File: config.mk
export PLATFORM = sky130hd
export DESIGN_NAME = obi_mem_adapter
export DESIGN_NICKNAME = d
export VERILOG_FILES = /design/src/rtl/obi_mem_pkg.sv /design/src/rtl/obi_resp_pipe.sv /design/src/rtl/obi_mem_adapter.sv
export SDC_FILE = /design/constraint.sdc
export NUM_CORES = 1
export LEC_CHECK = 0
export ABC_AREA = 1
export CAP_MARGIN = 40
export CORE_MARGIN = 2
export CORE_UTILIZATION = 24
export DETAILED_ROUTE_END_ITERATION = 16
export PLACE_DENSITY = 0.88
export SLEW_MARGIN = 20
export SYNTH_ARGS = -nofsm -noshare
export SYNTH_HDL_FRONTEND = slang
export SYNTH_HIERARCHICAL = 1
export SYNTH_SLANG_ARGS = --single-unit
File: constraint.sdc
create_clock -name clk_i -period 2.2 [get_ports clk_i]
set_input_delay 0.66 -clock clk_i [delete_from_list [all_inputs] [get_ports clk_i]]
set_output_delay 0.66 -clock clk_i [all_outputs]
set_load 0.05 [all_outputs]
File: src/rtl/obi_mem_pkg.sv
// obi_mem_pkg: shared types and parameter limits for the OBI memory adapter
// Contents: resp_stage_t response pipeline entry, gnt_state_t grant FSM
// states, legal parameter ranges and the counter widths derived from them.
package obi_mem_pkg;

    localparam int unsigned GNT_STALL_MAX = 15;
    localparam int unsigned RESP_LAT_MIN  = 1;
    localparam int unsigned RESP_LAT_MAX  = 4;
    localparam int unsigned MAX_OUTST_MAX = 4;
    localparam int unsigned STALL_W       = $clog2(GNT_STALL_MAX + 1);
    localparam int unsigned OUTST_W       = $clog2(MAX_OUTST_MAX + 1);

    typedef struct packed {
        logic valid;
        logic err;
        logic we;
    } resp_stage_t;

    typedef enum logic [1:0] {
        ST_IDLE,
        ST_STALL,
        ST_GRANT
    } gnt_state_t;

endpackage

File: src/rtl/obi_resp_pipe.sv
// obi_resp_pipe: fixed-latency response shift register with read data capture
// Ports:
//   clk_i, rst_i           clock, synchronous active-high reset
//   push, push_err, push_we transaction granted this cycle and its attributes
//   mem_rdata              macro read data, valid one cycle after the push
//   rvalid, err, rdata     response, DEPTH cycles after the push
module obi_resp_pipe
    import obi_mem_pkg::*;
#(
    parameter int unsigned DEPTH = 1
) (
    input  logic        clk_i,
    input  logic        rst_i,
    input  logic        push,
    input  logic        push_err,
    input  logic        push_we,
    input  logic [31:0] mem_rdata,
    output logic        rvalid,
    output logic        err,
    output logic [31:0] rdata
);

    resp_stage_t stage_q [DEPTH];
    resp_stage_t tail;
    logic [31:0] data;

    always_ff @(posedge clk_i) begin
        stage_q[0] <= rst_i ? '0 : resp_stage_t'{valid: push, err: push_err, we: push_we};
        for (int i = 1; i < DEPTH; i++) stage_q[i] <= rst_i ? '0 : stage_q[i-1];
    end

    // Macro data lands alongside stage 0; deeper pipes carry it next to the
    // matching stage so several outstanding reads keep their own words.
    if (DEPTH == 1) begin : g_direct
        assign data = mem_rdata;
    end else begin : g_hold
        logic [31:0] data_q [DEPTH-1:1];
        always_ff @(posedge clk_i) begin
            data_q[1] <= mem_rdata;
            for (int i = 2; i < DEPTH; i++) data_q[i] <= data_q[i-1];
        end
        assign data = data_q[DEPTH-1];
    end

    assign tail   = stage_q[DEPTH-1];
    assign rvalid = tail.valid && !rst_i;
    assign err    = rvalid && tail.err;
    assign rdata  = (rvalid && !tail.err && !tail.we) ? data : 32'b0;

endmodule

File: src/rtl/obi_mem_adapter.sv
// obi_mem_adapter: OBI grant/response handshake in front of a single-port SRAM/ROM macro
// Ports:
//   clk_i, rst_i                       clock, synchronous active-high reset
//   req_i, gnt_o                       core request / grant
//   addr_i, we_i, be_i, wdata_i        core request attributes, sampled on req_i & gnt_o
//   rvalid_o, rdata_o, err_o           core response
//   mem_req_o, mem_we_o, mem_be_o,
//   mem_addr_o, mem_wdata_o            macro access, driven in the grant cycle
//   mem_rdata_i                        macro read data, one cycle after mem_req_o
module obi_mem_adapter
    import obi_mem_pkg::*;
#(
    parameter logic [31:0] ADDR_BASE = 32'h0000_0000,
    parameter int unsigned MEM_WORDS = 1024,
    parameter int unsigned GNT_STALL = 0,
    parameter int unsigned RESP_LAT  = 1,
    parameter int unsigned MAX_OUTST = 2,
    localparam int unsigned AW = $clog2(MEM_WORDS)
) (
    input  logic          clk_i,
    input  logic          rst_i,
    input  logic          req_i,
    output logic          gnt_o,
    input  logic [31:0]   addr_i,
    input  logic          we_i,
    input  logic [3:0]    be_i,
    input  logic [31:0]   wdata_i,
    output logic          rvalid_o,
    output logic [31:0]   rdata_o,
    output logic          err_o,
    output logic          mem_req_o,
    output logic          mem_we_o,
    output logic [3:0]    mem_be_o,
    output logic [AW-1:0] mem_addr_o,
    output logic [31:0]   mem_wdata_o,
    input  logic [31:0]   mem_rdata_i
);

    gnt_state_t         state_q, state_d;
    logic [STALL_W-1:0] cnt_q, cnt_d;
    logic [OUTST_W-1:0] outst_q;
    logic [31:0]        off;
    logic               room, gnt, addr_err;

    // Unsigned offset: addresses below ADDR_BASE wrap high and fail the range test.
    assign off      = addr_i - ADDR_BASE;
    assign addr_err = (addr_i[1:0] != 2'b00) || ((off >> (AW + 2)) != 32'd0);
    assign room     = outst_q < OUTST_W'(MAX_OUTST);

    // GRANT behaves like IDLE so a held request can be granted back to back.
    always_comb begin
        state_d = state_q;
        cnt_d   = cnt_q;
        gnt     = 1'b0;
        case (state_q)
            ST_STALL: begin
                if (!req_i) begin
                    state_d = ST_IDLE;
                end else if (cnt_q != '0) begin
                    cnt_d = cnt_q - STALL_W'(1);
                end else begin
                    gnt     = room;
                    state_d = room ? ST_GRANT : ST_IDLE;
                end
            end
            default: begin
                state_d = ST_IDLE;
                if (req_i && GNT_STALL == 0) begin
                    gnt     = room;
                    state_d = room ? ST_GRANT : ST_IDLE;
                end else if (req_i) begin
                    cnt_d   = STALL_W'(GNT_STALL - 1);
                    state_d = ST_STALL;
                end
            end
        endcase
    end

    always_ff @(posedge clk_i) begin
        state_q <= rst_i ? ST_IDLE : state_d;
        cnt_q   <= rst_i ? '0 : cnt_d;
        outst_q <= rst_i ? '0 : outst_q + OUTST_W'(gnt_o) - OUTST_W'(rvalid_o);
    end

    always_ff @(posedge clk_i) begin
        if (!rst_i) begin
            assert (outst_q <= OUTST_W'(MAX_OUTST));
            assert (GNT_STALL <= GNT_STALL_MAX && RESP_LAT >= RESP_LAT_MIN &&
                    RESP_LAT <= RESP_LAT_MAX && MAX_OUTST >= 1 &&
                    MAX_OUTST <= MAX_OUTST_MAX && MEM_WORDS >= 2);
        end
    end

    assign gnt_o       = gnt && !rst_i;
    assign mem_req_o   = gnt_o && !addr_err;
    assign mem_we_o    = mem_req_o && we_i;
    assign mem_be_o    = mem_req_o ? be_i : 4'b0;
    assign mem_addr_o  = mem_req_o ? off[2 +: AW] : '0;
    assign mem_wdata_o = mem_req_o ? wdata_i : 32'b0;

    obi_resp_pipe #(
        .DEPTH(RESP_LAT)
    ) u_resp (
        .clk_i    (clk_i),
        .rst_i    (rst_i),
        .push     (gnt_o),
        .push_err (addr_err),
        .push_we  (we_i),
        .mem_rdata(mem_rdata_i),
        .rvalid   (rvalid_o),
        .err      (err_o),
        .rdata    (rdata_o)
    );

endmodule
==> results by group <==
Timing
  • FMAX: 391 MHz
  • Worst setup margin: -360 ps
  • RSZ-0062 raised after global routing: yes
  • Final Cycle Share: 116%
  • Pins Over Slew Limit: 0
  • Fin crit period: 2560 ps
  • Final hold vios: 0
  • Slew margin rel.: 78.4%
  • Worst-Margin Slew: 324 ps
  • Worst hold slack: 647 ps
  • Final setup vio count: 79
  • Final Skew: 1.40 ps

Placement
  • DP HPWL: 5.94 mm
  • DP Cell Count: 492
  • Placed Instance Area: 4530 µm²
  • GPL Wtd Cong: 0.754
  • Buffers added on ports: 186

Power and ir drop
  • Worst vdd rail ir drop: 0.182 mV
  • Power density over cell area: 165 nW/µm²
  • Lkg Pwr: 2.24 nW

Setup path
  • Worst endpoint required time: 1540 ps
  • Worst r2r src: u_resp/stage_q[0][2]
  • Crit start category: input pin
  • Critical path endpoint category: output pin
  • Crit Path Max Fanout: 8
  • Worst Setup SP: addr_i[1]
  • Critical path arrival: 1900 ps
  • Critical path class: input pin to output pin

CTS
  • H-tree depth: 1
  • CTS tree: built
  • Root Buffer: clkbuf_8
  • Clock slew at reported path FFs: 30 ps
  • Maximum clock path buffer count: 2
  • # hold bufs at CTS: 0
  • CTS buffer count: 3
  • Worst skew pair latency: 220 ps
  • Clk sink count: 6

Synth
  • Yosys reg bits: 6
  • Top cell type by total area after synthesis: nor2_4
  • Avg Cell Area, Syn: 6.61 µm²
  • Post-synth top area share: 38.4%
  • Net count after synthesis: 330
  • Distinct cells, synth: 19
  • Post-Syn Area: 1470 µm²
  • Seq/Total Area, Yosys: 8.19%
  • Synth Instances: 222
  • Synth area leaders: nor2_4, inv_1, nor2_1, dfxtp_1, buf_12
  • Synth warn: 6

Final layout
  • Finished Cell Area: 5030 µm²
  • N_diodes: 0
  • Commonest non-fill, non-tap cell in the layout: inv_1
  • Share of layout cells above drive strength 1: 57.8%
  • Non-Filler Instances: 518
  • Most frequent cells in the layout: inv_1, nor2_4, buf_12
  • Multi-input logic area: 1270 µm²
  • Fillcell total: 303
  • Area delta synth->final: 243%
  • FF/Latch Area: 120 µm²
  • Final Net Count: 553

Floorplanning
  • IO Count: 187
  • CORE AREA: 5920 µm²
  • Die area: 6750 µm²
  • Initial core utilization: 24.8%
  • Die H: 82.2 µm
  • Num rows: 28
  • Die W: 82.2 µm

Worst hold path
  • Worst min path class: flop to flop
  • Hold wc startpoint: outst_q[2]

Routing
  • Vias per cell: 4.08
  • ANT nets after route: 0
  • Wire length per cell: 14.3 µm
  • Drc violations: 0
  • DR pass1 iterations: 4
  • DRT Wirelength: 7.40 mm
  • Routed vias: 2115
  • Initial drt markers: 11

Run
  • Max-capacitance violation count: 0

Run status
  • Status: complete, but fails checks
  • Failing checks: setup timing

Global routing
  • Antenna violations before repair: 0
  • Vias in the first global route: 2397
  • Total GRT Usage: 22.4%
  • First-pass GRT wire length: 11.3 mm
  • Congestion Overflow GR: 0
  • Largest net degree at the start of global routing: 9
==> worst paths after layout <==
kind / to / slack [ps] / cells past startpoint
worst min-delay path: outst_q[2] / 650 / 4
worst min register to register: outst_q[2] / 650 / 4
worst max-delay path: mem_wdata_o[4] / -360 / 8
worst max register to register: outst_q[1] / 300 / 10
==> cell families (layout without fill, tap and decap cells) <==
logic type                 after synthesis  after routing  synth area share, %
DFF                                      6              6                 8.19
and+or+nand+nor                        112            114                 56.2
buffers and inverters                   99            318                 31.1
xor gates and xnor gates                 1              1                0.597
adders and majority gates                4              4                 3.93
==> flip-flops by register name (all words and copies together) (netlist names) <==
name / count
outst_q: 3
u_resp/stage_q: 3
==> cell usage after synthesis <==
library cell  instances
nor2_2                2
ha_1                  3
dfxtp_1               6
inv_1                90
clkbuf_1              2
nand2_4               1
nor2_4               50
buf_8                 1
xor2_1                1
nand4_2               1
nor3b_1               1
fa_1                  1
nand2_1               6
buf_12                4
or2_1                 1
buf_6                 1
nor2_1               49
inv_2                 1
nand3_1               1
==> what timing repair did <==
item                       4_1_cts  5_1_grt
gates resized for setup        119       34
setup endpoints to repair       85       80
pin swaps                       16       18
cloned                           8        0
setup buffers                   10        7
==> power by group <==
group | switching, mW | total [mW] | internal, mW
sequential | 0.00506 | 0.133 | 0.128
combinational | 0.243 | 0.531 | 0.288
clock | 0.0473 | 0.165 | 0.117
==> routing by layer <==
| layer | global-route usage (%) | routed length (µm) | up-vias |
|---|---|---|---|
| met2 | 45.4 | 4130 | 139 |
| met5 | 0 | 0 | - |
| li1 | - | - | 1023 |
| met1 | 19.9 | 2140 | 932 |
| met4 | 9.00 | 250 | 0 |
| met3 | 7.50 | 890 | 21 |
==> cell type report <==
class | count | area share (%)
repair buffers | 224 | 62.8
multi-input cells | 119 | 25.3
inverters | 91 | 6.89
flip-flops and latches | 6 | 2.39
well taps | 75 | 1.87
clock buffers | 3 | 0.821
==> worst max-delay path, cell delays in order <==
cell and delay (ps):
buf_6 90, or2_4 250, nor2_4 140, nand4_4 160, buf_4 190, buf_16 150, nor2_4 110, buf_12 140
==> through the flow <==
stage,setup slack (ps),utilization (%),TNS (ps),power [mW]
after floorplan,-273,-,-11840,0.348
after global placement,-636,76.5,-45470,0.610
after detailed placement,-687,76.5,-49650,0.630
after CTS,-380,83.1,-19140,0.818
after global routing,-411,84.9,-21430,0.885
final,-360,84.9,-17860,0.829
No activity file was read; power rests on OpenSTA's default activity.
